===== config.mk =====
export PLATFORM = sky130hd
export DESIGN_NAME = csr_access_sequencer
export DESIGN_NICKNAME = d
export VERILOG_FILES = /design/src/rtl/csr_access_sequencer.sv
export SDC_FILE = /design/constraint.sdc
export NUM_CORES = 1
export LEC_CHECK = 0
export CAP_MARGIN = 20
export CELL_PAD_IN_SITES_DETAIL_PLACEMENT = 1
export CELL_PAD_IN_SITES_GLOBAL_PLACEMENT = 1
export CORE_AREA = 2 2 237 239
export CTS_CLUSTER_SIZE = 8
export DETAILED_ROUTE_END_ITERATION = 6
export DIE_AREA = 0 0 239 241
export GPL_ROUTABILITY_DRIVEN = 0
export MAX_ROUTING_LAYER = met4
export PLACE_DENSITY = 0.74
export SETUP_SLACK_MARGIN = 0.3
export SLEW_MARGIN = 40
export SYNTH_ARGS = -nofsm -noshare
export SYNTH_HDL_FRONTEND = slang
export SYNTH_SLANG_ARGS = --single-unit

===== constraint.sdc =====
create_clock -name clock -period 2.3 [get_ports clock]
set_input_delay 0.23 -clock clock [delete_from_list [all_inputs] [get_ports clock]]
set_output_delay 0.23 -clock clock [all_outputs]
set_load 0.01 [all_outputs]

===== src/rtl/csr_access_sequencer.sv =====
// Zicsr access sequencer for the misa/mcycle/minstret CSR store: IDLE -> EXEC -> RESP.
// Optional mcountinhibit (0x320) is built when CSR_COUNTER_INHIBIT_EN is defined.
module csr_access_sequencer #(
  parameter logic [31:0] MISA_VALUE   = 32'h4000_0100,
  parameter logic [63:0] MCYCLE_RESET = 64'h0
) (
  input  logic        clock,
  input  logic        reset_n,
  input  logic        req_valid,
  output logic        req_ready,
  input  logic [31:0] req_insn,
  input  logic [31:0] req_rs1_rdata,
  input  logic [1:0]  req_mode,
  input  logic        instret_inc,
  output logic        rsp_valid,
  input  logic        rsp_ready,
  output logic        rsp_trap,
  output logic [4:0]  rsp_rd_addr,
  output logic [31:0] rsp_rd_wdata,
  output logic [63:0] rsp_csr_rmask,
  output logic [63:0] rsp_csr_wmask,
  output logic [63:0] rsp_csr_rdata,
  output logic [63:0] rsp_csr_wdata
);

  typedef enum logic [1:0] {StIdle, StExec, StResp} state_e;

  state_e      state_q;
  logic [31:7] insn_q;
  logic [31:0] rs1_q;
  logic [1:0]  mode_q;
  logic [63:0] mcycle_q, mcycle_d;
  logic [63:0] minstret_q, minstret_d;

  logic [11:0] addr;
  logic        hi, sel_misa, sel_cyc, sel_ir, sel_inh;
  logic        wr_en, rd_en, trap, commit;
  logic [63:0] pair, new_pair, half_mask, wmask_val;
  logic [31:0] old_half, new_half, arg;
  logic        cy_run, ir_run;

`ifdef CSR_COUNTER_INHIBIT_EN
  logic [1:0] inhibit_q;  // [0] = CY, [1] = IR
  assign cy_run = !inhibit_q[0];
  assign ir_run = instret_inc && !inhibit_q[1];
`else
  assign cy_run = 1'b1;
  assign ir_run = instret_inc;
`endif

  always_comb begin
    addr     = insn_q[31:20];
    hi       = addr[7];
    sel_misa = (addr == 12'h301);
    sel_cyc  = (addr == 12'hB00) || (addr == 12'hB80) || (addr == 12'hC00) || (addr == 12'hC80);
    sel_ir   = (addr == 12'hB02) || (addr == 12'hB82) || (addr == 12'hC02) || (addr == 12'hC82);
    sel_inh  = 1'b0;
    pair     = 64'h0;
    if (sel_misa) pair = {32'h0, MISA_VALUE};
    if (sel_cyc)  pair = mcycle_q;
    if (sel_ir)   pair = minstret_q;
`ifdef CSR_COUNTER_INHIBIT_EN
    sel_inh = (addr == 12'h320);
    if (sel_inh) pair = {32'h0, 29'h0, inhibit_q[1], 1'b0, inhibit_q[0]};
`endif
    wr_en = !insn_q[13] || (insn_q[19:15] != 5'd0);
    rd_en = (insn_q[11:7] != 5'd0);
    trap  = !(sel_misa || sel_cyc || sel_ir || sel_inh) || (mode_q < addr[9:8]) ||
            ((addr[11:10] == 2'b11) && wr_en);

    old_half = hi ? pair[63:32] : pair[31:0];
    arg      = insn_q[14] ? {27'h0, insn_q[19:15]} : rs1_q;
    unique case (insn_q[13:12])
      2'b01:   new_half = arg;
      2'b10:   new_half = old_half | arg;
      2'b11:   new_half = old_half & ~arg;
      default: new_half = old_half;
    endcase
    // Only CY and IR are implemented in mcountinhibit.
    if (sel_inh) new_half = new_half & 32'h5;

    new_pair = hi ? {new_half, pair[31:0]} : {pair[63:32], new_half};
    if (sel_misa) new_pair = pair;  // WARL: writes ignored

    half_mask = hi ? {32'hFFFF_FFFF, 32'h0} : {32'h0, 32'hFFFF_FFFF};
    wmask_val = sel_inh ? (half_mask & 64'h5) : half_mask;
    commit    = (state_q == StExec) && !trap && wr_en;
  end

  // A software write wins over the increment of the counter it targets.
  always_comb begin
    mcycle_d   = mcycle_q + {63'h0, cy_run};
    minstret_d = minstret_q + {63'h0, ir_run};
    if (commit && sel_cyc) mcycle_d = new_pair;
    if (commit && sel_ir)  minstret_d = new_pair;
  end

  always_ff @(posedge clock or negedge reset_n) begin
    if (!reset_n) begin
      mcycle_q   <= MCYCLE_RESET;
      minstret_q <= 64'h0;
`ifdef CSR_COUNTER_INHIBIT_EN
      inhibit_q  <= 2'b00;
`endif
    end else begin
      mcycle_q   <= mcycle_d;
      minstret_q <= minstret_d;
`ifdef CSR_COUNTER_INHIBIT_EN
      if (commit && sel_inh) inhibit_q <= {new_half[2], new_half[0]};
`endif
    end
  end

  always_ff @(posedge clock or negedge reset_n) begin
    if (!reset_n) begin
      state_q       <= StIdle;
      req_ready     <= 1'b1;
      insn_q        <= '0;
      rs1_q         <= 32'h0;
      mode_q        <= 2'b00;
      rsp_valid     <= 1'b0;
      rsp_trap      <= 1'b0;
      rsp_rd_addr   <= 5'd0;
      rsp_rd_wdata  <= 32'h0;
      rsp_csr_rmask <= 64'h0;
      rsp_csr_wmask <= 64'h0;
      rsp_csr_rdata <= 64'h0;
      rsp_csr_wdata <= 64'h0;
    end else begin
      unique case (state_q)
        StIdle: begin
          if (req_valid) begin
            insn_q    <= req_insn[31:7];
            rs1_q     <= req_rs1_rdata;
            mode_q    <= req_mode;
            req_ready <= 1'b0;
            state_q   <= StExec;
          end
        end
        StExec: begin
          rsp_valid     <= 1'b1;
          rsp_trap      <= trap;
          rsp_rd_addr   <= trap ? 5'd0 : insn_q[11:7];
          rsp_rd_wdata  <= (!trap && rd_en) ? old_half : 32'h0;
          rsp_csr_rmask <= (!trap && rd_en) ? half_mask : 64'h0;
          rsp_csr_wmask <= (!trap && wr_en && !sel_misa) ? wmask_val : 64'h0;
          rsp_csr_rdata <= trap ? 64'h0 : pair;
          rsp_csr_wdata <= trap ? 64'h0 : new_pair;
          state_q       <= StResp;
        end
        StResp: begin
          if (rsp_ready) begin
            rsp_valid <= 1'b0;
            req_ready <= 1'b1;
            state_q   <= StIdle;
          end
        end
        default: state_q <= StIdle;
      endcase
    end
  end

endmodule

==> out/results.ini <==
[run_status]
status = finished with violations
failed_checks = setup timing

[sta]
rsz0062_at_grt = true
fmax_mhz = 356
worst_pin_slew_ns = 0.952
skew_ns = 0.0486
setup_viol_count_final = 181
setup-tns-final_ns = -27.21
finalCritPeriodShare_pct = 122
fin_hold_ws_ns = 0.175
setup_slack_ns = -0.508
hold_violations = 0
timing.max_slew.rel_slack_pct = 36.3
min_period_ns = 2.81
slew_viol_final = 0

[die]
fp-row-count = 86
die_w_um = 239
placeableCoreArea_um2 = 54900
die_y_um = 241
die_area_um2 = 57600
ios = 367
start_util_pct = 36.9

[critical_path]
critPathRequiredTime_ns = 2.81
r2r_cells = 8
r2r_end = minstret_q[33]
arrival_ns = 3.32
criticalPathCategory = flip-flop to flip-flop
worst_setup_path_start_kind = flip-flop
reg2reg_from = minstret_q[22]
crit_path_max_fanout = 5
worst_setup_path_end_kind = flip-flop
r2r_slack_ns = -0.51

[power_and_ir_drop]
vdd_ir_drop_max_mv = 0.895
powerDensity_nw_per_um2 = 888
power.total_uw = 27100
p_leak_uw = 0.0127

[clocking]
worstSkewPairLatency_ns = 0.64
htree_levels = 2
cts_buffer_depth = 3
clkSinkCount = 361
cts_tree = yes
ctsRootBufferMaster = clkbuf_16
path_clk_slew_ns = 0.06
numCtsBuffers = 52

[global_routing]
grt_busiest_layer = met2
grt_overflow = 0
grt_max_degree = 85
grt_pass1_vias = 21500
grt_pass1_wl_um = 137000
use_met1_pct = 38.7
use_met2_pct = 51.5
use_met3_pct = 6.75
antenna_found_initial = 7
grt_usage_pct = 32.6

[synthesis]
synth.most_common_cell = dfrtp_1
synth.area.top_cells = dfrtp_1 (44%), mux2i_1 (6.4%), nand2_1 (5.7%), buf_4 (5.0%), o21ai_0 (4.1%)
netlist_top_cells_count = dfrtp_1 (360), nand2_1 (310), o21ai_0 (167)
synth_top_area_share_pct = 44.5
synth_edf_count = 0
synth_nets = 2183
synth_cells = 2108
ys_warn_count = 0
ys_types = 67
ys_seq_area_share_pct = 44.6
syn_area_um2 = 20300
synth_ff_type = dfrtp_1
avgSynthCellArea_um2 = 9.61
synthArstFlopShare_pct = 100
ys_ff_latch = 361
yosysTopAreaCell = dfrtp_1

[route]
wire_per_inst_um = 31.5
via_per_inst = 6.30
drc = 0
drt_iter0_drc = 2139
drt_first_pass_iters = 6
wl_um = 108000
ant_nets = 0
vias = 21500

[placement]
placed_area_um2 = 26100
io_buffers = 359
dpl.hpwl_um = 60700

[layout]
final_area_um2 = 30500
areaGrowthSynthToFinish_pct = 50.7
final_nets = 2764
fillCellCount = 5824
drive_above_1_share_pct = 30.5
fin_util_pct = 55.6

[hold_path]
hold_class = primary input to async pin

[flow_run]
cap_violations = 0

registers in the layout, summed over array words and instances, names as in the netlist:
name and flops:
insn_q 25, rsp_csr_rdata 64, mcycle_q 64, rsp_csr_rmask 2, req_ready 1, minstret_q 64
rsp_rd_addr 5, state_q 2, rsp_csr_wmask 2, rsp_rd_wdata 32, rsp_csr_wdata 64, rsp_valid 1
rs1_q 32, rsp_trap 1, mode_q 2
kinds of logic after synthesis:
logic type,Yosys count,share of synthesized area [%]
xor+xnor,119,5.15
flops,361,44.6
compound gates,425,11.9
buf+inv,274,7.99
fa+ha+maj,4,0.247
simple gates,709,17.3
mux,216,12.9
per-stage QoR:
| step | setup WS, ns | instances |
|---|---|---|
| global route | -0.474 | 3415 |
| finish | -0.508 | 3418 |
| floorplan | 0.103 | 2108 |
| CTS | -0.0212 | 3370 |
| detailed placement | -0.382 | 3228 |
| global placement | -0.350 | 3228 |
cell type report:
class,instances,area (µm²),share of cell area [%]
diodes,10,25.0,0.0820
well taps,704,881,2.89
clock inverters,4,31.3,0.103
inverters,16,63.8,0.209
multi-input cells,1473,10900,35.8
repair buffers,785,8160,26.7
clock buffers,65,1380,4.53
flip-flops and latches,361,9050,29.6
cells in the final DEF, fill, tap and decap left out, types with 12 or more instances in the layout:
cell and count:
o21ai_2 32, clkbuf_16 64, o22ai_2 12, clkdlybuf4s50_1 358, dfrtp_1 352, buf_12 40
nor2b_1 15, nor2_4 36, xor2_1 63, nand2_1 291, a21oi_2 37, buf_16 22
nand3_1 53, o21ai_0 111, nor3_1 38, a22o_1 22, buf_4 311, o21ai_1 37
mux4_2 30, xnor2_1 56, or3_1 17, o22ai_1 12, mux2i_1 114, and4_1 15
a21oi_1 81, a31oi_1 36, inv_1 13, and3_1 26, mux2_2 57, nor2_1 67
nand4_1 39, buf_6 32
worst max-delay path, cell delays in order, from the launching register on:
cell,delay (ns)
dfrtp_1,0.39
and3_1,0.28
nand4_2,0.24
buf_4,0.26
nor4_2,0.60
buf_4,0.25
nand3_1,0.25
xor2_1,0.29
mux2i_1,0.10
power by group:
part	switching [µW]	internal (µW)	total (µW)
registers	854	7110	7970
logic	7000	4910	11900
clock network	3080	4130	7210
metal layers:
| metal | routed length, µm | vias to the layer above |
|---|---|---|
| li1 | - | 8521 |
| met2 | 48700 | 1569 |
| met3 | 11600 | 658 |
| met5 | 0 | - |
| met1 | 38700 | 10800 |
| met4 | 8690 | 0 |
worst max-delay path by stage:
| stage | end | cells after the start | startpoint |
|---|---|---|---|
| finish | minstret_q[33] | 8 | minstret_q[22] |
| floorplan | minstret_q[44] | 10 | minstret_q[0] |
| CTS | rsp_csr_wdata[28] | 9 | insn_q[15] |
| detailed placement | minstret_q[60] | 11 | instret_inc |
| global route | minstret_q[33] | 9 | minstret_q[0] |
| global placement | minstret_q[38] | 11 | instret_inc |
what timing repair did:
action                                  4_1_cts  5_1_grt
endpoints found under the setup margin      424      425
hold endpoints to repair                     53        0
hold buffers                                  1        0
pin swaps                                    41       40
gates resized for setup                     226      194
buffers inserted                             54       25
cloned                                       18       13
Note: power is estimated with default switching activity, not from simulation.
